==> config.mk <==
export PLATFORM = sky130hd
export DESIGN_NAME = pll_lock_supervisor
export DESIGN_NICKNAME = d
export VERILOG_FILES = /design/src/rtl/pll_lock_supervisor.sv
export SDC_FILE = /design/constraint.sdc
export NUM_CORES = 1
export LEC_CHECK = 0
export CORE_MARGIN = 4
export CORE_UTILIZATION = 50
export CTS_CLUSTER_DIAMETER = 120
export CTS_CLUSTER_SIZE = 24
export DETAILED_ROUTE_END_ITERATION = 6
export PLACE_DENSITY = 0.7
export SYNTH_ARGS = -nofsm -noshare
export SYNTH_HDL_FRONTEND = slang
export SYNTH_SLANG_ARGS = --single-unit
==> constraint.sdc <==
create_clock -name clock_in -period 1.87 [get_ports clock_in]
set_input_delay 0.187 -clock clock_in [delete_from_list [all_inputs] [get_ports clock_in]]
set_output_delay 0.187 -clock clock_in [all_outputs]
set_load 0.01 [all_outputs]
==> src/rtl/pll_lock_supervisor.sv <==
// PLL lock supervisor: sequences PLL reset, qualifies lock, and issues the
// reset for the PLL output domain. It retries on a lock timeout and faults after repeated failures.
module pll_lock_supervisor #(
  parameter int RESET_HOLD    = 8,
  parameter int LOCK_TIMEOUT  = 1000,
  parameter int STABLE_CYCLES = 64,
  parameter int MAX_RETRIES   = 3
) (
  input  logic       clock_in,
  input  logic       resetn,
  input  logic       locked_in,
  input  logic       clear_counts,
  output logic       pll_resetb,
  output logic       rst_out_n,
  output logic       ready,
  output logic       fault,
  output logic [3:0] retry_count,
  output logic [7:0] loss_count
);

  localparam int MAX_AB  = (RESET_HOLD > LOCK_TIMEOUT) ? RESET_HOLD : LOCK_TIMEOUT;
  localparam int CNT_MAX = (MAX_AB > STABLE_CYCLES) ? MAX_AB : STABLE_CYCLES;
  localparam int CW      = $clog2(CNT_MAX + 1);

  typedef enum logic [2:0] {
    PLL_RST,
    WAIT_LOCK,
    STABLE,
    RUN,
    FAULT
  } state_t;

  state_t        state, state_next;
  logic [CW-1:0] cnt;
  logic          sync1, locked_s;
  logic          retry_evt, loss_evt;
  logic [3:0]    retry_inc;

  // locked_in comes from the PLL with no timing relationship to clock_in.
  // NOTE: sequential state uses non-blocking (<=) so every flop samples pre-edge values.
  always_ff @(posedge clock_in or negedge resetn) begin
    if (!resetn) begin
      sync1    <= 1'b0;
      locked_s <= 1'b0;
    end else begin
      sync1    <= locked_in;
      locked_s <= sync1;
    end
  end

  assign retry_inc = (retry_count == 4'hF) ? retry_count : retry_count + 4'd1;

  // NOTE: every output of this block gets a default first so no latch is inferred.
  always_comb begin
    state_next = state;
    retry_evt  = 1'b0;
    loss_evt   = 1'b0;
    case (state)
      PLL_RST: begin
        if (cnt == CW'(RESET_HOLD - 1)) state_next = WAIT_LOCK;
      end
      WAIT_LOCK: begin
        if (locked_s) begin
          state_next = STABLE;
        end else if (cnt == CW'(LOCK_TIMEOUT - 1)) begin
          retry_evt  = 1'b1;
          state_next = (int'(retry_inc) >= MAX_RETRIES) ? FAULT : PLL_RST;
        end
      end
      STABLE: begin
        if (!locked_s)                            state_next = WAIT_LOCK;
        else if (cnt == CW'(STABLE_CYCLES - 1))   state_next = RUN;
      end
      RUN: begin
        if (!locked_s) begin
          state_next = PLL_RST;
          loss_evt   = 1'b1;
        end
      end
      FAULT:   state_next = FAULT;
      default: state_next = PLL_RST;
    endcase
  end

  // The shared counter restarts on every state change; it idles in RUN and FAULT.
  always_ff @(posedge clock_in or negedge resetn) begin
    if (!resetn) begin
      state <= PLL_RST;
      cnt   <= '0;
    end else begin
      state <= state_next;
      if (state_next != state)
        cnt <= '0;
      else if (state == PLL_RST || state == WAIT_LOCK || state == STABLE)
        cnt <= cnt + CW'(1);
    end
  end

  // clear_counts wins over any increment landing on the same edge.
  always_ff @(posedge clock_in or negedge resetn) begin
    if (!resetn) begin
      retry_count <= 4'd0;
      loss_count  <= 8'd0;
    end else begin
      if (clear_counts)
        retry_count <= 4'd0;
      else if (state_next == RUN && state != RUN)
        retry_count <= 4'd0;
      else if (retry_evt)
        retry_count <= retry_inc;

      if (clear_counts)
        loss_count <= 8'd0;
      else if (loss_evt && loss_count != 8'hFF)
        loss_count <= loss_count + 8'd1;
    end
  end

  assign pll_resetb = (state != PLL_RST);
  assign ready      = (state == RUN);
  assign rst_out_n  = (state == RUN);
  assign fault      = (state == FAULT);

endmodule

==> results.md, run 1 <==
* Outcome: finished, final reports clean
* Max-Cap Viols at 0
* Total I/O pin count at 20
* Leak at ~0.85 nW
* Reg2Reg Depth at 7
* # hold bufs at CTS at 0
* Final instance area at 0.001843 mm²
* XOR/XNOR Fraction of Synth Area at 0.1002
* Slew Limit Headroom at 0.7092
* Worst Tran Pin Value at ~0.43 ns
* Post-synthesis mux area share at 0.03367
* Sequential area share after synthesis at 0.4545
* Crit path largest cell delay at 0.42 ns
* Total gr overflow at 0
* Detailed Routing Iterations Pass 1 at 4
* DRC violation count after routing at 0
* Clk slew on worst S/H paths at 0.14 ns
* Area Growth Syn to Fin at 23.99%
* Type of origin of the critical path: flop
* CP arrival at 2.03 ns
* Post-Synth Simple-Gate Area at 0.2727
* Skew final at 0.005861 ns
* Multi-input logic area at 768.2 µm²
* Iter 0 DRT Violations at 41
* Initial Util at 0.5299
* Die height at 62.53 µm
* Sequential cell area at 679.4 µm²
* Synthesis warning total at 0
* CTS H-tree depth at 1
* Main synth FF type: dfrtp_1
* Diode count at 0
* Post-synth ARST share at 1.000
* Wire per inst at 14.47 µm
* Placed Area at 0.001740 mm²
* Top cells by area, synth: dfrtp_1, nor2_1, xnor2_1
* RD Place Congestion at 0.9020
* CP Class: flop to flop
* Layout cells sized above 1 at 0.1639
* Adder-cell share of the synthesized area at 0.02525
* Vias in the first global route at ~1.2k
* Fillers at 244
* Netlist Area Pre-Place at 0.001486 mm²
* Worst R2R Setup Slack at around 0.074 ns
* Main combinational cell family by area after synthesis: simple AND/OR/NAND/NOR gates
* Std cell rows at 19
* Top cell type by total area after synthesis: dfrtp_1
* ANT nets after route at 0
* Worst reg2reg path startpoint: cnt[1]
* Pwr Density at roughly 850 mW/mm²
* Most frequent cells in the layout: nor2_1, dfrtp_1, clkdlybuf4s50_1
* Num CTS Buffers at 3
* Die ar. at 0.003909 mm²
* WP buf/inv at 1
* Crit-path slowest cell: dfrtp_1
* Max Root-Sink Buffers at 2
* CP cell instances: ha_1 > and4bb_1 > and4_4 > a211oi_2 > o32a_1 > buf_12 > nor2_1
* Placeable Area at 0.002805 mm²
* Total number of vias at 1192
* Setup WS post-layout at 0.07405 ns
* Synth top area share at 0.4545
* Average size of a mapped cell at 9.715 µm²
* Initial antenna violation count at 0
* Clock period minus worst slack at approximately 1.8 ns
* Latest clock arrival within the worst-skew pair at 0.33 ns
* CP required at 2.10 ns
* Total Routed Length at just over 3 mm
* Utilization after layout at 0.6570
* CTS tree: yes
* Worst setup EP type: flop
* Post-synth EDFFs at 0
* R2R Path End: cnt[3]
* Delay-heaviest family, CP: compound AO/OA/AOI/OAI gates
* Final hold violation count at 0
* Final setup violation count at 0
* Yosys reg bits at 27
* Peak supply drop at between 700 and 800 µV
* Largest net degree at the start of global routing at 28
* Final Cycle Share at 0.9604
* First-pass GRT wire length at 5.347 mm
* GRT Total Usage at 0.1698
* Finished Layout Cells at approximately 210
* Fmax at approximately 0.56 GHz
* Clk sinks at 27
* Max FO, Critical Path at 10
* Inst Count DP at 204
* Post-Syn Nets at 160
* PortBufs at 19
* Post-Place Worst Slack at 0.07829 ns
* Final nets at around 190
* Max-slew violations at 0
* RSZ-0062 raised after global routing: yes
* Cell variety after synth at 36
* Post-synthesis compound-gate area fraction at 0.07407
* Power, Total at 1.563 mW
* Vias per cell at roughly 5.6
* Die extent in x at 62.53 µm
* Worst Hold Class: input pin to async pin
* CTS root buffer: clkbuf_4
* Mapped Cells at 153
* Dpl hpwl at about 2.2 mm
## area by class of cell
| cell class | count | share of cell area |
|---|---|---|
| Clock buffer | 3 | 0.01222 |
| Clock inverter | 1 | 0.002716 |
| Inverter | 5 | 0.01018 |
| Multi-Input combinational cell | 115 | 0.4168 |
| Sequential cell | 27 | 0.3686 |
| Tap cell | 31 | 0.02105 |
| Timing Repair Buffer | 32 | 0.1684 |
## metrics by stage
step / hold slack, ns / setup TNS (ns)
after floorplan: -0.1086 / 0
after global placement: 0.3333 / 0
after detailed placement: 0.3373 / 0
after CTS: 0.2236 / 0
after global routing: 0.2265 / -0.4075
final: 0.2129 / 0
## worst max-delay path by stage
stage / from / end / cells after the start
after floorplan: cnt[0] / cnt[0] / 7
after global placement: state[2] / retry_count[1] / 5
after detailed placement: cnt[0] / cnt[3] / 7
after CTS: state[0] / fault / 3
after global routing: cnt[1] / cnt[3] / 7
final: cnt[1] / cnt[3] / 7
## metal layers
layer,vias up,global-route usage,part of all wire
met5,-,0,0
met4,0,0.06612,0.016
met3,5,0.03058,0.036
met2,25,0.2943,0.50
met1,579,0.2088,0.45
li1,583,-,-
## worst register-to-register path: stages (launching register included)
cell,delay [ns]
dfrtp_1,0.42
ha_1,0.19
and4bb_1,0.22
and4_4,0.18
a211oi_2,0.27
o32a_1,0.23
buf_12,0.13
nor2_1,0.05
## synthesized netlist by cell type, types with 2 or more instances
| master | count |
|---|---|
| inv_1 | 5 |
| nand2b_1 | 2 |
| xnor2_1 | 10 |
| or3_1 | 2 |
| xor2_1 | 7 |
| nand2_1 | 11 |
| buf_4 | 2 |
| and4_1 | 2 |
| mux2i_1 | 5 |
| nor3_1 | 10 |
| ha_1 | 3 |
| nand4_1 | 5 |
| a21oi_1 | 4 |
| buf_2 | 2 |
| nor2_1 | 25 |
| nand3_1 | 9 |
| o21ai_0 | 2 |
| and3_1 | 3 |
| dfrtp_1 | 27 |
## flip-flops by register name (all words and copies together), names as in the netlist
name	cells
cnt	10
loss_count	8
retry_count	4
state	3
locked_s	1
sync1	1
## where the power goes
part / internal, mW / leakage [nW] / switching (mW) / total (mW)
Clock: 0.0804 / 0.0177 / 0.170 / 0.251
Combinational: 0.310 / 0.472 / 0.294 / 0.604
Sequential: 0.651 / 0.362 / 0.0575 / 0.708
Total: 1.04 / 0.851 / 0.522 / 1.56
## kinds of logic after synthesis
family / Yosys count
buffers and inverters: 11
AOI/OAI and AO/OA: 13
DFF: 27
and+or+nand+nor: 77
muxes: 5
adders and majority gates: 3
xor gates and xnor gates: 17
## timing repair
item | CTS | global route
gates resized for setup | 4 | 7
pin swaps | 0 | 2
setup buffers | 4 | 2
endpoints found under the setup margin | 4 | 18
Note: power is estimated with default switching activity, not from simulation.
==> inputs of run 2 (changes only) <==
DONT_BUFFER_PORTS = 1   (was unset)
PLACE_DENSITY = 0.64   (was 0.7)
clock period = 1.56 ns   (was 1.87 ns; I/O delays follow)
==> results.md, run 2 (synthesis results as in run 1) <==
* Outcome: complete, but fails checks
* Failing checks: hold timing, setup timing
* Vias in the first global route at 1225 (+5.3%)
* Total number of vias at 1211 (+1.6%)
* Peak supply drop at 839.6 µV (+16%)
* Initial antenna violation count at 0 (unchanged)
* Clock period minus worst slack at 1.716 ns (-0.07964 ns)
* Latest clock arrival within the worst-skew pair at 0.32 ns (about the same)
* Max-slew violations at 0 (unchanged)
* Area Growth Syn to Fin at 34.76%
* Max-Cap Viols at 0 (unchanged)
* Largest registers: cnt: 10 flops, loss_count: 8 flops, retry_count: 4 flops
* Worst R2R Setup Slack at -0.16 ns (-0.23 ns)
* CTS tree: yes
* RSZ-0062 raised after global routing: yes
* Worst setup EP type: flop
* PortBufs at 0 (-19)
* Clk slew on worst S/H paths at 0.14 ns (about the same)
* Hold_ws at -0.1269 ns (-0.3398 ns)
* Crit-path slowest cell: dfrtp_1
* CTS H-tree depth at 1 (unchanged)
* Finished Layout Cells at 227 (+6.1%)
* Wire per inst at 14.25 µm (-1.5%)
* Final setup violation count at 15 (+15)
* RD Place Congestion at 0.7707 (-15%)
* Dpl hpwl at 2.299 mm (+5.7%)
* Largest net degree at the start of global routing at 28 (unchanged)
* CP required at 1.78 ns (-0.32 ns)
* Vias per cell at 5.335 (-4.2%)
* Final Cycle Share at 1.100 (+0.1398)
* CP arrival at 1.94 ns (-0.09 ns)
* Setup TNS at -1.896 ns (-1.896 ns)
* CTS root buffer: clkbuf_4
* Inst Count DP at 213 (+4.4%)
* Num CTS Buffers at 3 (unchanged)
* WP buf/inv at 1 (unchanged)
* Final nets at 204 (+6.8%)
* CP Class: flop to flop
* Total I/O pin count at 20 (unchanged)
* Biggest register: cnt
* Fillers at 203 (-17%)
* Type of origin of the critical path: flop
* Slew Limit Headroom at 0.7814 (+0.07220)
* Worst Tran Pin Value at 0.3265 ns (-0.1083 ns)
* Detailed Routing Iterations Pass 1 at 4 (unchanged)
* Die height at 62.53 µm (unchanged)
* First-pass GRT wire length at 5.637 mm (+5.4%)
* Final hold violation count at 12 (+12)
* Delay-heaviest family, CP: simple AND/OR/NAND/NOR gates
* # hold bufs at CTS at 3 (+3)
* Leak at 0.8878 nW (+4.3%)
* Placeable Area at 0.002805 mm² (unchanged)
* Post-Place Worst Slack at -0.2217 ns (-0.3000 ns)
* CP cell instances: ha_4 > and4bb_2 > buf_6 > nand4_4 > a31oi_4 > mux2i_1 > nor3_2
* Commonest non-fill, non-tap cell in the layout: buf_4
* Setup WS post-layout at -0.1563 ns (-0.2304 ns)
* Fmax at 0.5826 GHz (+4.6%)
* Std cell rows at 19 (unchanged)
* Max FO, Critical Path at 4 (-6)
* ANT nets after route at 0 (unchanged)
* Die extent in x at 62.53 µm (unchanged)
* Most frequent cells in the layout: buf_4, nor2_1, dfrtp_1
* Worst Hold Class: input pin to flop
* Pwr Density at 988.5 mW/mm² (+17%)
* GRT Total Usage at 0.1753 (+0.005548)
* Max Root-Sink Buffers at 2 (unchanged)
* Total Routed Length at 3.234 mm (+4.5%)
* Skew final at 0.002071 ns (-0.003790 ns)
* Iter 0 DRT Violations at 39 (-4.9%)
* Crit path largest cell delay at 0.42 ns (about the same)
* Initial Util at 0.5299 (unchanged)
* Clk sinks at 27 (unchanged)
* Die ar. at 0.003909 mm² (unchanged)
* Diode count at 0 (unchanged)
* DRC violation count after routing at 0 (unchanged)
* Max FFs per register at 10 (unchanged)
* Layout cells sized above 1 at 0.3622 (+0.1983)
* Total gr overflow at 0 (unchanged)
==> run 2: changes by cell type in the layout (fill, tap and decap cells not counted), moves of 4 or more <==
cell             before  now
dlymetal6s2s_1        4    0
clkdlybuf4s50_1      15    0
nor3_2                0    6
buf_4                12   39
nor3_1               10    4
==> run 2: through the flow <==
stage	power [mW]	cell area [µm²]	hold slack [ns]	util
2_1_floorplan	1.291	1503	-0.1396	-
3_3_place_gp	1.556	1773	-0.1388	0.6320
3_5_place_dp	1.585	1773	-0.1389	0.6320
4_1_cts	1.947	1898	-0.1379	0.6766
5_1_grt	2.126	2003	-0.1686	0.7141
6_report	1.980	2003	-0.1269	0.7141
==> run 2: timing repair <==
item | CTS | global route
cloned | 0 | 0
setup endpoints to repair | 17 | 22
pin swaps | 2 | 4
setup buffers | 1 | 7
gates resized for setup | 12 | 11
hold endpoints to repair | 40 | 12
==> run 2: final cells by class <==
class | instances | area (µm²) | area share
clock buffers | 3 | 22.52 | 0.01124
clock inverters | 1 | 5.005 | 0.002498
inverters | 5 | 18.77 | 0.009369
multi-input cells | 115 | 864.6 | 0.4316
flip-flops and latches | 27 | 678.2 | 0.3385
well taps | 31 | 38.79 | 0.01936
repair buffers | 45 | 375.4 | 0.1874
==> run 2: path summary, 6_finish.rpt <==
path | startpoint | endpoint | cells past startpoint
setup / recovery | cnt[1] | retry_count[1] | 7
hold / removal | clear_counts | retry_count[0] | 1
setup reg to reg | cnt[1] | retry_count[1] | 7
hold reg to reg | sync1 | locked_s | 0
max in group asynchronous | resetn | state[2] | 2
min in group asynchronous | resetn | cnt[9] | 2
==> run 2: layer usage <==
layer / track usage / vias to the layer above / part of all wire
met5: 0 / - / 0
met4: 0.05785 / 0 / 0.0065
met3: 0.03237 / 2 / 0.034
met2: 0.2810 / 22 / 0.51
met1: 0.2391 / 577 / 0.44
li1: - / 610 / -
==> run 2: power by group <==
group / switching (mW) / leakage [nW] / internal, mW / total (mW)
sequential: 0.0812 / 0.363 / 0.779 / 0.860
combinational: 0.372 / 0.507 / 0.449 / 0.821
clock: 0.204 / 0.0177 / 0.0960 / 0.300
total: 0.657 / 0.888 / 1.32 / 1.98
